--- src/rtl/dma_pkg.sv ---
// Shared DMA definitions: FSM state encodings and default descriptor widths,
// reused by the channel arbiter and the move-engine FSM.
package dma_pkg;

  localparam int DMA_AW = 8;
  localparam int DMA_CW = 8;

  typedef logic [2:0] dma_state_t;

  localparam logic [2:0] ST_IDLE   = 3'd0;
  localparam logic [2:0] ST_ARB    = 3'd1;
  localparam logic [2:0] ST_LAUNCH = 3'd2;
  localparam logic [2:0] ST_WAIT   = 3'd3;
  localparam logic [2:0] ST_RETIRE = 3'd4;

endpackage

--- src/rtl/rr_arbiter.sv ---
// Combinational round-robin picker: first requester at or after ptr_i,
// wrapping modulo NCH. The pointer register lives in the parent.
module rr_arbiter #(
  parameter int NCH = 4,
  parameter int PW  = $clog2(NCH)
) (
  input  logic [NCH-1:0] req_i,
  input  logic [PW-1:0]  ptr_i,
  output logic [NCH-1:0] gnt_o,
  output logic [PW-1:0]  idx_o,
  output logic           valid_o
);

  localparam logic [PW:0] NCH_L = (PW+1)'(NCH);

  logic [PW:0] sum_s;
  logic [PW:0] cand_s;

  // Scan channels in rotated order and keep the first hit.
  always_comb begin
    gnt_o   = '0;
    idx_o   = '0;
    valid_o = 1'b0;
    sum_s   = '0;
    cand_s  = '0;
    for (int i = 0; i < NCH; i++) begin
      sum_s  = {1'b0, ptr_i} + (PW+1)'(i);
      cand_s = (sum_s >= NCH_L) ? (sum_s - NCH_L) : sum_s;
      if (!valid_o && req_i[cand_s[PW-1:0]]) begin
        valid_o = 1'b1;
        idx_o   = cand_s[PW-1:0];
        gnt_o   = NCH'(1) << cand_s[PW-1:0];
      end else begin
        valid_o = valid_o;
      end
    end
  end

endmodule

--- src/rtl/dma_channel_arbiter.sv ---
// Shares one DMA move engine among NCH channels: round-robin grant, descriptor
// latch, launch, completion wait and sticky irq/err. Optional DMA_WATCHDOG_EN.
module dma_channel_arbiter
  import dma_pkg::*;
#(
  parameter int NCH    = 4,
  parameter int AW     = DMA_AW,
  parameter int CW     = DMA_CW,
  parameter int WD_CYC = 255
) (
  input  logic              clk,
  input  logic              rst,
  input  logic [NCH-1:0]    req,
  input  logic [NCH*AW-1:0] src_i,
  input  logic [NCH*AW-1:0] dst_i,
  input  logic [NCH*CW-1:0] cnt_i,
  input  logic [NCH-1:0]    irq_clr,
  output logic [NCH-1:0]    gnt,
  output logic              dma_start,
  output logic [AW-1:0]     dma_src,
  output logic [AW-1:0]     dma_dst,
  output logic [CW-1:0]     dma_cnt,
  input  logic              dma_done,
  output logic [NCH-1:0]    irq,
  output logic [NCH-1:0]    err,
  output logic              busy
);

  localparam int PW = $clog2(NCH);

  dma_state_t     state_q, state_d;
  logic [PW-1:0]  ptr_q, ptr_d;
  logic [PW-1:0]  ch_q, ch_d;
  logic [NCH-1:0] gnt_q, gnt_d;
  logic           start_q, start_d;
  logic [AW-1:0]  src_q, src_d;
  logic [AW-1:0]  dst_q, dst_d;
  logic [CW-1:0]  cnt_q, cnt_d;
  logic [NCH-1:0] irq_q, irq_d;
  logic [NCH-1:0] err_q, err_d;
  logic           busy_q, busy_d;
  logic [NCH-1:0] set_irq_s;
  logic [NCH-1:0] set_err_s;

  logic [NCH-1:0] arb_gnt_s;
  logic [PW-1:0]  arb_idx_s;
  logic           arb_valid_s;
  logic [CW-1:0]  arb_cnt_s;

`ifdef DMA_WATCHDOG_EN
  localparam logic [7:0] WD_LAST = 8'(WD_CYC - 1);
  logic [7:0] wd_q, wd_d;
`endif

  rr_arbiter #(.NCH(NCH), .PW(PW)) u_rr (
    .req_i   (req),
    .ptr_i   (ptr_q),
    .gnt_o   (arb_gnt_s),
    .idx_o   (arb_idx_s),
    .valid_o (arb_valid_s)
  );

  assign arb_cnt_s = cnt_i[arb_idx_s*CW +: CW];

  // Next-state logic; the launch pulse is decided in ARB so it is registered.
  always_comb begin
    state_d   = state_q;
    ptr_d     = ptr_q;
    ch_d      = ch_q;
    gnt_d     = gnt_q;
    start_d   = 1'b0;
    src_d     = src_q;
    dst_d     = dst_q;
    cnt_d     = cnt_q;
    set_irq_s = '0;
    set_err_s = '0;
`ifdef DMA_WATCHDOG_EN
    wd_d      = 8'd0;
`endif
    case (state_q)
      ST_IDLE: begin
        if (|req) begin
          state_d = ST_ARB;
        end else begin
          state_d = ST_IDLE;
        end
      end
      ST_ARB: begin
        if (arb_valid_s) begin
          state_d = ST_LAUNCH;
          gnt_d   = arb_gnt_s;
          ch_d    = arb_idx_s;
          src_d   = src_i[arb_idx_s*AW +: AW];
          dst_d   = dst_i[arb_idx_s*AW +: AW];
          cnt_d   = arb_cnt_s;
          start_d = (arb_cnt_s != '0);
        end else begin
          state_d = ST_IDLE;
          gnt_d   = '0;
        end
      end
      ST_LAUNCH: begin
        if (cnt_q == '0) begin
          state_d   = ST_RETIRE;
          set_irq_s = gnt_q;
          set_err_s = gnt_q;
        end else begin
          state_d = ST_WAIT;
        end
      end
      ST_WAIT: begin
        if (dma_done) begin
          state_d   = ST_RETIRE;
          set_irq_s = gnt_q;
        end else begin
`ifdef DMA_WATCHDOG_EN
          if (wd_q == WD_LAST) begin
            state_d   = ST_RETIRE;
            set_irq_s = gnt_q;
            set_err_s = gnt_q;
          end else begin
            wd_d = wd_q + 8'd1;
          end
`else
          state_d = ST_WAIT;
`endif
        end
      end
      ST_RETIRE: begin
        state_d = ST_IDLE;
        gnt_d   = '0;
        ptr_d   = (ch_q == PW'(NCH-1)) ? '0 : (ch_q + 1'b1);
      end
      default: begin
        state_d = ST_IDLE;
        gnt_d   = '0;
      end
    endcase
    irq_d  = (irq_q & ~irq_clr) | set_irq_s;
    err_d  = (err_q & ~irq_clr) | set_err_s;
    busy_d = (state_d != ST_IDLE);
  end

  // State and output registers; reset abandons any transfer in flight.
  always_ff @(posedge clk or negedge rst) begin
    if (!rst) begin
      state_q <= ST_IDLE;
      ptr_q   <= '0;
      ch_q    <= '0;
      gnt_q   <= '0;
      start_q <= 1'b0;
      src_q   <= '0;
      dst_q   <= '0;
      cnt_q   <= '0;
      irq_q   <= '0;
      err_q   <= '0;
      busy_q  <= 1'b0;
    end else begin
      state_q <= state_d;
      ptr_q   <= ptr_d;
      ch_q    <= ch_d;
      gnt_q   <= gnt_d;
      start_q <= start_d;
      src_q   <= src_d;
      dst_q   <= dst_d;
      cnt_q   <= cnt_d;
      irq_q   <= irq_d;
      err_q   <= err_d;
      busy_q  <= busy_d;
    end
  end

`ifdef DMA_WATCHDOG_EN
  // Watchdog counter: counts WAIT cycles, cleared outside WAIT.
  always_ff @(posedge clk or negedge rst) begin
    if (!rst) begin
      wd_q <= 8'd0;
    end else begin
      wd_q <= wd_d;
    end
  end
`endif

  assign gnt       = gnt_q;
  assign dma_start = start_q;
  assign dma_src   = src_q;
  assign dma_dst   = dst_q;
  assign dma_cnt   = cnt_q;
  assign irq       = irq_q;
  assign err       = err_q;
  assign busy      = busy_q;

endmodule
--- config.mk ---
export PLATFORM = sky130hd
export DESIGN_NAME = dma_channel_arbiter
export DESIGN_NICKNAME = d
export VERILOG_FILES = /design/src/rtl/dma_pkg.sv /design/src/rtl/rr_arbiter.sv /design/src/rtl/dma_channel_arbiter.sv
export SDC_FILE = /design/constraint.sdc
export NUM_CORES = 1
export LEC_CHECK = 0
export ABC_CLOCK_PERIOD_IN_PS = 3400
export CORE_ASPECT_RATIO = 0.5
export CORE_MARGIN = 5
export CORE_UTILIZATION = 35
export CTS_CLUSTER_SIZE = 14
export DETAILED_ROUTE_END_ITERATION = 10
export GPL_TIMING_DRIVEN = 0
export PLACE_DENSITY = 0.84
export REMOVE_ABC_BUFFERS = 1
export SLEW_MARGIN = 20
export SYNTH_ARGS = -nofsm -noshare
export SYNTH_HDL_FRONTEND = slang
export SYNTH_SLANG_ARGS = --single-unit
--- constraint.sdc ---
create_clock -name clk -period 3.4 [get_ports clk]
set_input_delay 0.34 -clock clk [delete_from_list [all_inputs] [get_ports clk]]
set_output_delay 0.34 -clock clk [all_outputs]
set_load 0.01 [all_outputs]
==> flow_metrics.tcl <==
set metrics [dict create \
    status "complete, no violations" \
    root_buffer "clkbuf_16" \
    post-place-ws_ps -612.7 \
    final_area_um2 4755 \
    cts_inserted_buffers 5 \
    grt_max_degree 48 \
    worst_pin_slew_ps 824.6 \
    utilization 0.5818 \
    dieArea_um2 10650 \
    cp_max_fo 25 \
    insertion_delay_ps 290 \
    finClkSkew_ps 3.165 \
    whs_ps 484.1 \
    drt_iter0_markers 200 \
    critPathTopFamily "compound AO/OA/AOI/OAI gates" \
    dp_cells 547 \
    yosysMostFrequentCell "nand2_1" \
    synth.distinct_cells 42 \
    grt_pass1_wl_um 14130 \
    n_antenna_cell 0 \
    setup_ws_ps 244.9 \
    layout.cells.non_filler 557 \
    synth_edf_count 0 \
    hold_class "reg -> reg" \
    synth.ff_latch_count 45 \
    path_cells "inv_1, ha_4, mux2i_2, a32oi_1, and3_1, o21a_2, mux4_2, nor4_2, a21oi_1" \
    vdd_drop_max_uv 380.3 \
    antenna_left 0 \
    gr-total-overflow 0 \
    coreArea_um2 8173 \
    std_cell_rows 23 \
    max_freq_mhz 316.9 \
    cpPeakStageDelay_ps 580 \
    seq_area_frac_synth 0.3748 \
    multi_input_area_um2 1739 \
    dr.pass1.iters 4 \
    htreeDepth 2 \
    rsz0062_at_grt "no" \
    routed_wl_um 9238 \
    cellLeakagePower_nw 2.016 \
    dieWidth_um 141.0 \
    antenna_found_initial 0 \
    gp_congestion 0.9127 \
    synth_area_um2 3004 \
    grt_usage 0.1675 \
    path_buf_inv 1 \
    cp-end-kind "flip-flop" \
    fin_crit_sh 0.9280 \
    synth_area_leaders "dfrtp_1, mux2i_1, nand2_1" \
    wire_per_inst_um 16.59 \
    maxCapViolations 0 \
    final_hold_viol_count 0 \
    powerDensity_nw_per_um2 860.0 \
    io_pins 145 \
    synth_warnings 0 \
    slew_viol_final 0 \
    cp_slowest_cell "o21a_2" \
    vias_per_cell 5.056 \
    drc_errors 0 \
    area_growth_pct 58.27 \
    setup_viol 0 \
    synth_ff_type "dfrtp_1" \
    register_area_um2 1131 \
    grt_pass1_vias 2756 \
    syn_area_per_cell_um2 9.817 \
    clk_pin_slew_ps 60 \
    cts.sinks 45 \
    cp-start-kind "flip-flop" \
    fp.dieH_um 75.51 \
    final.fill_count 712 \
    start_util 0.3676 \
    synthCells 306 \
    async_flop_share 1.000 \
    synthTopCellsByCount "nand2_1, dfrtp_1, mux2i_1" \
    yosysTopAreaCell "dfrtp_1" \
    slew_headroom 0.4483 \
    place_hpwl_um 7230 \
    netlist.area_leader.share 0.3748 \
    cp.arrival_ps 3290 \
    final.min_clock_period_ps 3155 \
    drive_gt1_frac 0.1213 \
    cp.required_ps 3530 \
    cts_tree "yes" \
    final_nets 560 \
    clockBufferDepth 2 \
    placed_cell_area_um2 4544 \
    num_vias 2816 \
    critPathKind "reg -> reg" \
    port_buffers 144 \
]
placed cells by master (no fill, tap or decap), drive strengths merged:
cell type      Yosys  routed
dlygate4sd3        0       1
clkbuf             9       7
o211ai             1       1
o21ai             39      39
a22oi              1       1
mux2i             35      35
o31ai              1       1
nand3b             1       1
ha                 9       9
mux4              10      10
and3b              2       2
nand2b             1       1
clkinvlp           0       1
mux2              17      17
inv               11      10
a221oi             3       3
or3                1       1
buf               11       7
nor4               5       5
a32oi              1       1
a32o               1       1
and3               2       2
clkdlybuf4s50      0     143
nand2             65      65
or2                1       1
a22o               3       3
and2               1       1
o21a               1       1
nor3               4       4
bufinv             0       1
a21boi             3       3
nor2b              3       3
nor3b              3       3
a21oi              7       7
nor2               8       8
dfrtp             45      45
nand3              1       1
final timing paths:
check / depth (start not counted) / endpoint / slack [ps] / startpoint
setup / recovery: 9 / dma_start / 240 / ptr_q[0]
hold / removal: 2 / dma_src[4] / 480 / dma_src[4]
setup reg to reg: 9 / dma_start / 240 / ptr_q[0]
hold reg to reg: 2 / dma_src[4] / 480 / dma_src[4]
max in group asynchronous: 3 / ptr_q[0] / 2390 / rst
min in group asynchronous: 2 / dma_cnt[7] / 500 / rst
what timing repair did:
item,4_1_cts,5_1_grt
buffers inserted,1,1
pin swaps,0,1
resized for setup,6,3
endpoints found under the hold margin,13,0
endpoints found under the setup margin,20,1
cloned,0,0
hold buffers,1,0
stage by stage:
step,TNS [ps],power (mW)
2_1_floorplan,-17130,2.520
3_3_place_gp,-40010,3.356
3_5_place_dp,-5359,3.481
4_1_cts,0,4.114
5_1_grt,0,4.395
6_report,0,4.089
tightest hold or removal path: stages, from the launching register on:
cell     delay, ps
dfrtp_1        340
nand2_1         50
o21ai_1         60
flip-flops by register name, indices dropped and copies added, names as in the netlist:
name / flops
irq: 4
ch_q: 2
busy: 1
dma_dst: 8
dma_cnt: 8
gnt: 4
err: 4
dma_start: 1
dma_src: 8
ptr_q: 2
state_q: 3
cell families (layout without fill, tap and decap cells):
group                      after synthesis  after routing  share of synthesized area
adders and majority gates                9              9                    0.03749
DFF                                     45             45                     0.3748
muxes                                   62             62                     0.2578
AOI/OAI and AO/OA                       61             61                     0.1262
buffers and inverters                   31            170                    0.05248
and+or+nand+nor                         98             98                     0.1512
layout make-up:
type,count,area share
multi-input combinational,230,0.3658
timing repair buffer,151,0.3211
sequential,45,0.2379
clock buffer,7,0.03000
tap,112,0.02947
inverter,11,0.009474
clock inverter,1,0.006316
where the power goes:
| group | internal, mW | total (mW) | leakage, nW | switching (mW) |
|---|---|---|---|---|
| registers | 0.762 | 0.948 | 0.570 | 0.186 |
| logic | 1.34 | 2.57 | 1.36 | 1.23 |
| clock network | 0.367 | 0.569 | 0.0841 | 0.202 |
| total | 2.47 | 4.09 | 2.02 | 1.62 |
per-layer routing:
layer	part of all wire	track usage	wire length [um]	vias up
li1	-	-	-	1368
met1	0.41	0.2072	3743	1343
met2	0.53	0.3125	4916	94
met3	0.050	0.03636	464	11
met4	0.012	0.03008	114	0
met5	0	0	0	-
No activity file was read; power rests on OpenSTA's default activity.
==> edit (same flow settings) <==
Change the package constant `DMA_AW` from 8 to 9.
--- a/src/rtl/dma_pkg.sv
+++ b/src/rtl/dma_pkg.sv
@@ -4,3 +4,3 @@
 
-  localparam int DMA_AW = 8;
+  localparam int DMA_AW = 9;
   localparam int DMA_CW = 8;
Ports: changed (resized dma_dst, dma_src, dst_i and src_i); port bits go from 145 to 155. No check against the original RTL was run, so the function may have changed too.
==> edit against the unedited design <==
Final area up 7.3%; critical path depth unchanged; total power up 6.6%; synthesized area up 11%; wire length up 15%; hold slack worse by 0.49 ns; non-clock buffer count up 5; the run now ends with negative hold slack left; worst setup slack better by 0.059 ns; utilization down 3.8 points; largest cell class unchanged; sequential cell count up 2.
==> edit: results <==
export IMPL_gp_congestion=0.849
export IMPL_place_inst=600
export IMPL_synth_distinct_cells=56
export IMPL_cts_buffers=5
export IMPL_skew_ns=0.00515
export IMPL_first_iter_violations=209
export IMPL_synthTopCellsByArea="dfrtp_1, mux2i_1, mux2_2, nand2_1, o21ai_0"
export IMPL_p_leak_nw=2.07
export IMPL_layout_cells_non_filler=610
export IMPL_dpl_hpwl_um=7970
export IMPL_max_stage_delay_ns=0.53
export IMPL_clock_latency_ns=0.29
export IMPL_cts_setup_buffers=0
export IMPL_synth_commonest_cells="nand2_1, dfrtp_1, mux2i_1"
export IMPL_wl_per_cell_um=17.4
export IMPL_r2r_cells=9
export IMPL_port_buffers=154
export IMPL_drive_gt1_share_pct=11.7
export IMPL_vias=3150
export IMPL_fill_cells=833
export IMPL_cts_path_max_buffers=2
export IMPL_status="finished, violations left"
export IMPL_hold_viol=18
export IMPL_holdCritPathClass="in2async"
export IMPL_worstMarginPinSlew_ns=0.619
export IMPL_yosysWarnings=0
export IMPL_antenna_cells=0
export IMPL_die_w_um=148
export IMPL_root_buffer="clkbuf_16"
export IMPL_violations="negative hold slack"
export IMPL_vdd_drop_max_mv=0.421
export IMPL_slowest_stage="dfrtp_2"
export IMPL_r2r_setup_slack_ns=0.30
export IMPL_cts_max_level=2
export IMPL_grt_max_degree=32
export IMPL_critPathLaunch="ptr_q[1]"
export IMPL_path_max_fanout=15
export IMPL_grt_use_total_pct=17.5
export IMPL_yosysMostFrequentCell="nand2_1"
export IMPL_grt_pass1_vias=3145
export IMPL_path_clk_slew_ns=0.07
export IMPL_ys_async_sr_fraction_pct=100
export IMPL_r2r_end="dma_start"
export IMPL_drt_first_pass_iters=4
export IMPL_hold_ws_ns=-0.00324
export IMPL_grt_pass1_wl_um=16300
export IMPL_ys_seq_area_share_pct=35.2
export IMPL_antenna_found_initial=0
export IMPL_synth_avg_cell_area_um2=9.64
export IMPL_cp_arrival_ns=3.24
edit: cell count changes in the layout (fill, tap and decap cells not counted), moves of 4 or more:
| cell | unedited run | this run |
|---|---|---|
| mux2_2 | 17 | 21 |
| nand2_1 | 63 | 50 |
| mux4_2 | 9 | 0 |
| o21ai_0 | 22 | 28 |
| a22oi_1 | 1 | 5 |
| nand3_1 | 1 | 7 |
| a32oi_1 | 1 | 7 |
| a211oi_1 | 0 | 5 |
| mux2i_1 | 34 | 38 |
| clkdlybuf4s50_1 | 143 | 153 |
edit: cells by family after synthesis:
family                   count (synthesis)  share of synthesized area (%)
flip-flops                              47                           35.2
AO/OA/AOI/OAI                           93                           18.4
buffers and inverters                   37                           8.02
multiplexers                            64                           20.8
adder cells (fa/ha/maj)                  9                           3.37
AND/OR/NAND/NOR                         96                           14.1
edit: critical path: cells and delay by family (launching register included):
kind / cells / cell delay (ns)
AOI/OAI and AO/OA: 4 / 0.98
and+or+nand+nor: 2 / 0.55
DFF: 1 / 0.53
adders and majority gates: 1 / 0.38
muxes: 1 / 0.30
buffers and inverters: 1 / 0.19
edit: area by class of cell:
cell class	count	area (um^2)	area share, %
sequential	47	1180	23.2
tap	121	151	2.97
multi-input combinational	264	1970	38.7
clock inverter	2	16.3	0.319
inverter	14	55.1	1.08
timing repair buffer	156	1580	31.1
clock buffer	6	139	2.72
edit: worst max path at each step:
stage	slack [ns]	endpoint	depth (start not counted)
6_report	0.30	dma_start	9
4_1_cts	0.02	dma_start	9
2_1_floorplan	-0.32	dma_start	9
3_5_place_dp	-0.91	dma_start	9
3_3_place_gp	-1.40	dma_start	9
5_1_grt	0.11	dma_start	9
edit: stage by stage:
step	setup TNS (ns)	setup WS (ns)	cell area, um^2
final	0	0.304	5100
after global routing	0	0.114	5100
after CTS	0	0.0170	5080
after detailed placement	-14.93	-0.909	4860
after global placement	-22.91	-1.40	4810
after floorplan	-0.502	-0.321	3120
edit: where the power goes:
group	switching, mW	internal [mW]	total, mW	leakage (nW)
Sequential	0.212	0.799	1.01	0.592
Combinational	1.46	1.38	2.84	1.41
Clock	0.215	0.294	0.509	0.0731
edit: repair_timing:
action	CTS	global route
endpoints found under the hold margin	0	0
gates cloned	2	0
endpoints found under the setup margin	27	4
pin swaps	2	1
resized for setup	10	4
edit: routing by layer:
layer / part of all wire (%) / track usage [%] / routed length, um / vias to the layer above
met5: 0 / 0 / 0 / -
met4: 1.7 / 4.61 / 180 / 0
met3: 4.9 / 3.08 / 520 / 14
met2: 52 / 31.0 / 5510 / 76
met1: 41 / 22.4 / 4400 / 1509
li1: - / - / - / 1551
